### src/rtl/joy_db15_tx_pkg.sv
// Package joy_db15_pkg: button map, frame geometry and the load-image helper.
// Pure constants and types; no logic, no latency.
// Backpressure: none. The serial link is clocked entirely by the external reader.
package joy_db15_pkg;

  // One joystick state, bit map LS F E D C B A U D L R (bit0 = R).
  localparam int BTN_BITS   = 12;
  localparam int FRAME_BITS = 2 * BTN_BITS;

  localparam int BTN_R  = 0;
  localparam int BTN_L  = 1;
  localparam int BTN_DN = 2;
  localparam int BTN_UP = 3;
  localparam int BTN_A  = 4;
  localparam int BTN_B  = 5;
  localparam int BTN_C  = 6;
  localparam int BTN_D  = 7;
  localparam int BTN_E  = 8;
  localparam int BTN_F  = 9;
  localparam int BTN_S  = 10;
  localparam int BTN_LS = 11;

  typedef logic [BTN_BITS-1:0]   btn_t;
  typedef logic [FRAME_BITS-1:0] frame_t;

  // Parallel-load image of the 74HC165 chain. The line is active-low, so a
  // pressed button becomes 0. Player 1 bit0 lands at the serial end (frame_t
  // bit0) and goes out first.
  function automatic frame_t frame_image(input btn_t p1, input btn_t p2);
    return ~{p2, p1};
  endfunction

endpackage

### src/rtl/joy_db15_tx_if.sv
// DB15 serial link: two strobes from the reader and the data line back.
// Wires only; no latency.
// Backpressure: none. The reader paces the link with JOY_LOAD/JOY_CLK.
interface joy_db15_tx_if;

  logic JOY_LOAD;  // low = parallel load (SH/LD)
  logic JOY_CLK;   // rising edge advances one bit
  logic JOY_DATA;  // active-low serial data

  // Reader side drives the strobes and samples the data.
  modport master (
    output JOY_LOAD,
    output JOY_CLK,
    input  JOY_DATA
  );

  // Responder side (this block) receives the strobes and drives the data.
  modport slave (
    input  JOY_LOAD,
    input  JOY_CLK,
    output JOY_DATA
  );

endinterface

### src/rtl/joy_db15_tx_sync_edge.sv
// joy_sync_edge: 2-flop synchroniser for one async strobe, rise/fall pulses out.
// Latency: 2 clk to level, pulses in the same cycle; +1 with JOY_DB15_TX_GLITCH_FILTER_EN.
// Backpressure: none. Pulses are single-cycle and are never held.
module joy_sync_edge #(
  // Level assumed while in reset. Use the idle level of the strobe so that
  // leaving reset does not produce a false rising edge.
  parameter logic RST_VAL = 1'b1
) (
  input  logic clk,
  input  logic reset,
  input  logic async_in,
  output logic level,
  output logic rise,
  output logic fall
);

  logic meta;
  logic sync;
  logic prev;

  // Two-flop synchroniser. meta may go metastable; only sync is used.
  always_ff @(posedge clk) begin
    if (reset) begin
      meta <= RST_VAL;
      sync <= RST_VAL;
    end else begin
      meta <= async_in;
      sync <= meta;
    end
  end

`ifdef JOY_DB15_TX_GLITCH_FILTER_EN
  logic [1:0] hist;

  // Keep the previous two synchronised samples for the majority vote.
  always_ff @(posedge clk) begin
    if (reset) begin
      hist <= {2{RST_VAL}};
    end else begin
      hist <= {hist[0], sync};
    end
  end

  // 2-of-3 majority: a one-cycle glitch never wins the vote, and a real
  // transition shows up one cycle after it reaches sync.
  assign level = (sync & hist[0]) | (sync & hist[1]) | (hist[0] & hist[1]);
`else
  assign level = sync;
`endif

  // Remember the last level so transitions turn into one-cycle pulses.
  always_ff @(posedge clk) begin
    if (reset) begin
      prev <= RST_VAL;
    end else begin
      prev <= level;
    end
  end

  assign rise = level & ~prev;
  assign fall = ~level & prev;

endmodule

### src/rtl/joy_db15_tx.sv
// joy_db15_tx: shifts two 12-button states out as an active-low 24-bit DB15 serial frame.
// Latency: JOY_DATA moves 3 clk after a JOY_CLK rise (4 with JOY_DB15_TX_GLITCH_FILTER_EN).
// Backpressure: none. The reader owns the pace; extra clocks shift in 1s and set overrun.
module joy_db15_tx
  import joy_db15_pkg::*;
#(
  parameter int FRAME_BITS   = joy_db15_pkg::FRAME_BITS,
  parameter int IDLE_TIMEOUT = 1048576
) (
  input  logic                 clk,
  input  logic                 reset,
  input  btn_t                 joystick1,
  input  btn_t                 joystick2,
  joy_db15_tx_if.slave         link,
  output logic                 frame_done,
  output logic                 overrun,
  output logic                 link_active
);

  localparam int CNT_W  = $clog2(FRAME_BITS + 1);
  localparam int IDLE_W = $clog2(IDLE_TIMEOUT + 1);

  localparam logic [CNT_W-1:0]  CNT_LAST = CNT_W'(FRAME_BITS - 1);
  localparam logic [CNT_W-1:0]  CNT_FULL = CNT_W'(FRAME_BITS);
  localparam logic [IDLE_W-1:0] IDLE_MAX = IDLE_W'(IDLE_TIMEOUT);

  logic load_lvl;
  logic load_rise;
  logic load_fall;
  logic sclk_lvl;
  logic sclk_rise;
  logic sclk_fall;

  logic [FRAME_BITS-1:0] shreg;
  logic [CNT_W-1:0]      bit_cnt;
  logic [IDLE_W-1:0]     idle_cnt;
  logic                  load_seen;
  logic                  do_shift;

  joy_sync_edge #(.RST_VAL(1'b1)) u_load_sync (
    .clk      (clk),
    .reset    (reset),
    .async_in (link.JOY_LOAD),
    .level    (load_lvl),
    .rise     (load_rise),
    .fall     (load_fall)
  );

  joy_sync_edge #(.RST_VAL(1'b1)) u_clk_sync (
    .clk      (clk),
    .reset    (reset),
    .async_in (link.JOY_CLK),
    .level    (sclk_lvl),
    .rise     (sclk_rise),
    .fall     (sclk_fall)
  );

  // Only the rising edge of the reader clock matters here.
  logic unused_sclk;
  assign unused_sclk = sclk_lvl ^ sclk_fall;

  // A shift needs load released; when release and a clock edge land in the
  // same cycle the release wins so the first bit is never skipped.
  assign do_shift = sclk_rise & load_lvl & ~load_rise;

  // Shift register: transparent parallel load while load is low, otherwise
  // advance toward bit0 and fill with released (1) bits.
  always_ff @(posedge clk) begin
    if (reset) begin
      shreg <= '1;
    end else if (!load_lvl) begin
      shreg <= frame_image(joystick1, joystick2);
    end else if (do_shift) begin
      shreg <= {1'b1, shreg[FRAME_BITS-1:1]};
    end
  end

  assign link.JOY_DATA = shreg[0];

  // Bit counter with frame completion pulse and sticky overrun.
  always_ff @(posedge clk) begin
    if (reset) begin
      bit_cnt    <= '0;
      frame_done <= 1'b0;
      overrun    <= 1'b0;
    end else begin
      frame_done <= 1'b0;
      if (!load_lvl) begin
        // A load in mid-frame just restarts counting; an aborted frame
        // never reports completion.
        bit_cnt <= '0;
        overrun <= 1'b0;
      end else if (do_shift) begin
        if (bit_cnt == CNT_LAST) begin
          frame_done <= 1'b1;
        end
        if (bit_cnt == CNT_FULL) begin
          overrun <= 1'b1;
        end else begin
          bit_cnt <= bit_cnt + CNT_W'(1);
        end
      end
    end
  end

  // Link watchdog: restarts on every load falling edge, saturates at the
  // timeout so a dead link stays reported as dead.
  always_ff @(posedge clk) begin
    if (reset) begin
      idle_cnt  <= IDLE_MAX;
      load_seen <= 1'b0;
    end else if (load_fall) begin
      idle_cnt  <= '0;
      load_seen <= 1'b1;
    end else if (idle_cnt != IDLE_MAX) begin
      idle_cnt <= idle_cnt + IDLE_W'(1);
    end
  end

  assign link_active = load_seen & (idle_cnt < IDLE_MAX);

endmodule

### src/flat_wrapper.sv
// flat-port wrapper written by rule: the top's interface ports become plain ports
module joy_db15_tx_flat import joy_db15_pkg::*;
#(
  parameter int FRAME_BITS   = joy_db15_pkg::FRAME_BITS,
  parameter int IDLE_TIMEOUT = 1048576
)
  (clk, reset, joystick1, joystick2, frame_done, overrun, link_active, link_JOY_LOAD, link_JOY_CLK, link_JOY_DATA);
  joy_db15_tx_if link_i ();
  input  logic clk;
  input  logic reset;
  input  btn_t joystick1;
  input  btn_t joystick2;
  output logic frame_done;
  output logic overrun;
  output logic link_active;
  input wire logic [$bits(link_i.JOY_LOAD)-1:0] link_JOY_LOAD;
  input wire logic [$bits(link_i.JOY_CLK)-1:0] link_JOY_CLK;
  output wire logic [$bits(link_i.JOY_DATA)-1:0] link_JOY_DATA;
  assign link_i.JOY_LOAD = link_JOY_LOAD;
  assign link_i.JOY_CLK = link_JOY_CLK;
  assign link_JOY_DATA = link_i.JOY_DATA;
  joy_db15_tx #(.FRAME_BITS(FRAME_BITS), .IDLE_TIMEOUT(IDLE_TIMEOUT)) u_core (.clk(clk), .reset(reset), .joystick1(joystick1), .joystick2(joystick2), .link(link_i), .frame_done(frame_done), .overrun(overrun), .link_active(link_active));
endmodule
### config.mk
export PLATFORM = sky130hd
export DESIGN_NAME = joy_db15_tx_flat
export DESIGN_NICKNAME = d
export VERILOG_FILES = /design/src/rtl/joy_db15_tx_pkg.sv /design/src/rtl/joy_db15_tx_if.sv /design/src/rtl/joy_db15_tx_sync_edge.sv /design/src/rtl/joy_db15_tx.sv /design/src/flat_wrapper.sv
export SDC_FILE = /design/constraint.sdc
export NUM_CORES = 1
export LEC_CHECK = 0
export CAP_MARGIN = 15
export CORE_ASPECT_RATIO = 1.1
export CORE_UTILIZATION = 30
export CTS_CLUSTER_DIAMETER = 80
export DETAILED_ROUTE_END_ITERATION = 6
export SLEW_MARGIN = 25
export SYNTH_ARGS = -nofsm -noshare
export SYNTH_HDL_FRONTEND = slang
export SYNTH_SLANG_ARGS = --single-unit
### constraint.sdc
create_clock -name clk -period 3.6 [get_ports clk]
set_input_delay 0.54 -clock clk [delete_from_list [all_inputs] [get_ports clk]]
set_output_delay 0.54 -clock clk [all_outputs]
set_load 0.05 [all_outputs]
==> metrics.cfg <==
[global_route]
antenna_found_initial=0
overflow=0
grt_pass1_vias=2215
grt_pass1_wl_um=9520
grt_max_degree=37
track_usage_pct=12.7

[outcome]
status=completed

[cells_and_area]
final_nets=381
utilization_pct=38.9
fillers=888
layout-drive-gt1-share_pct=8.47
multi_input_comb_area_mm2=0.00140
syn2layout_area_growth_pct=23.6
seqCellArea_mm2=0.00118
fin_cells=465
antenna_cells=0

[critical_path]
crit_path_cell_trace=nor2b_1 > clkdlybuf4s50_1
worstSetupStartpointType=register
worstSetupEndpointType=primary output
ff2ff_setup_slack_ps=1480
arrival_ps=1710
r2r_end=u_core.idle_cnt[1]
worst_path_max_delay_cell=clkdlybuf4s50_1
crit_family=buffers and inverters
cp_max_fo=2
reg2reg_depth=4
criticalPathCategory=register to primary output
cp.required_ps=3060
path_buf_inv=1
r2r-start=u_core.u_load_sync.level
cpPeakStageDelay_ps=840

[cts]
clk_latency_ps=330
clkSlewWorstSetupHoldPaths_ps=70
holdBufCountCts=0
cts_buffers=9
clkSinkCount=59
clock_path_buffers=2
cts_setup_buffers=0
root_buffer=clkbuf_8
cts_resized=0
htreeDepth=3
cts_tree=built

[sta]
fin_skew_ps=8.35
setup_tns_ps=0
hold_violations=0
rsz0062_at_grt=no
min_period_ps=2250
slew_violations=0
tightest_slew_ps=619
period_share_pct=62.4
setup_viol=0
fin_ws_ps=1350
slew_headroom_pct=58.7
max_freq_mhz=445

[synth]
synth_seq_cells=59
yosysMostFrequentCell=dfxtp_1
synth_common_cells=dfxtp_1 (59), nand2_1 (46), nand3_1 (31), nor2_1 (24), nand2b_1 (21)
ys_async_sr_fraction_pct=0
synth_area_mm2=0.00269
yosys.area.top_type_share_pct=43.9
yosysWarningCount=0
ys.flop_type=dfxtp_1
synth.area.top_cells=dfxtp_1 (44%), nand2_1 (6.4%), nand3_1 (5.8%)
syn_avg_cell_area_um2=8.41
synth_edf_count=0
ys_seq_area_share_pct=43.9
netlist_instances=320
synth_cell_types=40
synth_largest_area_cell=dfxtp_1
syn_nets=352

[power]
pwr-share-clk_pct=46.2
comb_power_share_pct=7.2
leakage_nw=1.24
sw_frac_of_total_pct=22.3
internal_power_mw=1.14
power.total_mw=1.47
p_seq_share_pct=46.6
p_sw_mw=0.327
irDropWorstVdd_v=0.000348
power_density_mw_per_mm2=441

[route]
vias=2296
drtPass1Iterations=5
drt_wl_total_um=5410
avgRoutedWirePerCell_um=11.6
drtIter0Drc=67
drc_errors=0
drt-vias-per-instance=4.94
ant_nets=0

[min_path]
hp-class=register to register
min_path_cells=1
hp-start=u_core.u_load_sync.meta
whs_endpoint=u_core.u_load_sync.level

[placed_design]
gp_congestion=0.773
pre_cts_ws_ps=1430
dp_hpwl_um=3570
placed_cells=449
io_buffers=31

[floorplanning]
die_w_um=92.3
fp.dieArea_mm2=0.00935
fp.coreArea_mm2=0.00854
die_h_um=101
row_count=35
initial_utilization_pct=31.5
io-pin-count=32

[job]
drv_cap=0

==> cell type report <==
| type | instances | area share [%] |
|---|---|---|
| Clock buffer | 10 | 4.14 |
| Clock inverter | 6 | 2.67 |
| Inverter | 10 | 1.13 |
| Multi-Input combinational cell | 234 | 42.1 |
| Sequential cell | 59 | 35.5 |
| Tap cell | 111 | 4.18 |
| Timing Repair Buffer | 35 | 10.2 |
==> worst reg2reg max path: cells and delay by family (launching register included) <==
family / cells / cell delay, ps
and+or+nand+nor: 4 / 1390
DFF: 1 / 680
==> per-layer routing <==
layer / vias up / wire length (µm) / track usage [%]
li1: 1161 / - / -
met1: 1081 / 2620 / 14.5
met2: 47 / 2520 / 22.3
met3: 7 / 220 / 3.38
met4: 0 / 51 / 5.29
met5: - / 0 / 0
==> stage by stage <==
step	area, µm²	hold WS (ps)
4_1_cts	3330	412
2_1_floorplan	2690	389
3_5_place_dp	3100	398
3_3_place_gp	3100	400
6_report	3330	411
5_1_grt	3330	426
==> cells by family after synthesis <==
kind of cell | share of synthesized area (%)
simple gates | 33.1
flops | 43.9
fa+ha+maj | 1.86
xor+xnor | 5.53
buf+inv | 4.04
mux | 0.372
compound gates | 11.3
==> flip-flops by register name, summed over array words and instances, names as in the netlist <==
register                  cells
u_core.shreg                 24
u_core.u_load_sync.meta       1
u_core.load_seen              1
u_core.u_load_sync.level      1
u_core.frame_done             1
u_core.u_load_sync.prev       1
u_core.u_clk_sync.meta        1
u_core.overrun                1
u_core.u_clk_sync.prev        1
u_core.u_clk_sync.level       1
u_core.idle_cnt              21
u_core.bit_cnt                5
==> cell usage in the layout, fill, tap and decap left out, types with 3 or more instances in the layout <==
| master | n |
|---|---|
| ha_1 | 4 |
| nor2_1 | 24 |
| or3_1 | 5 |
| a221o_1 | 3 |
| xor2_1 | 6 |
| a21oi_1 | 4 |
| xnor2_1 | 11 |
| nand2_1 | 46 |
| dfxtp_1 | 59 |
| inv_1 | 10 |
| a21o_1 | 20 |
| nand2b_1 | 21 |
| clkbuf_8 | 10 |
| nand4_1 | 7 |
| nor4_1 | 8 |
| o21bai_1 | 3 |
| nor3_1 | 5 |
| nand3_1 | 31 |
| clkdlybuf4s50_1 | 31 |
| or2_2 | 6 |
| o21ai_0 | 3 |
| nor2b_1 | 3 |
| buf_4 | 4 |
==> worst max path at each step <==
stage,startpoint,endpoint,cells after the start
finish,u_core.load_seen,link_active,2
global placement,reset,u_core.idle_cnt[1],4
floorplan,reset,u_core.idle_cnt[1],5
global route,u_core.u_load_sync.level,u_core.idle_cnt[1],4
detailed placement,reset,u_core.idle_cnt[1],4
CTS,u_core.load_seen,link_active,2
==> power by group through the flow <==
stage	clock, mW	combinational, mW	sequential, mW
global placement	0	0.105	0.698
floorplan	0	0.0625	0.697
finish	0.677	0.105	0.683
detailed placement	0	0.106	0.698
global route	0.724	0.117	0.685
CTS	0.698	0.107	0.683
(Power assumes the default switching activity.)
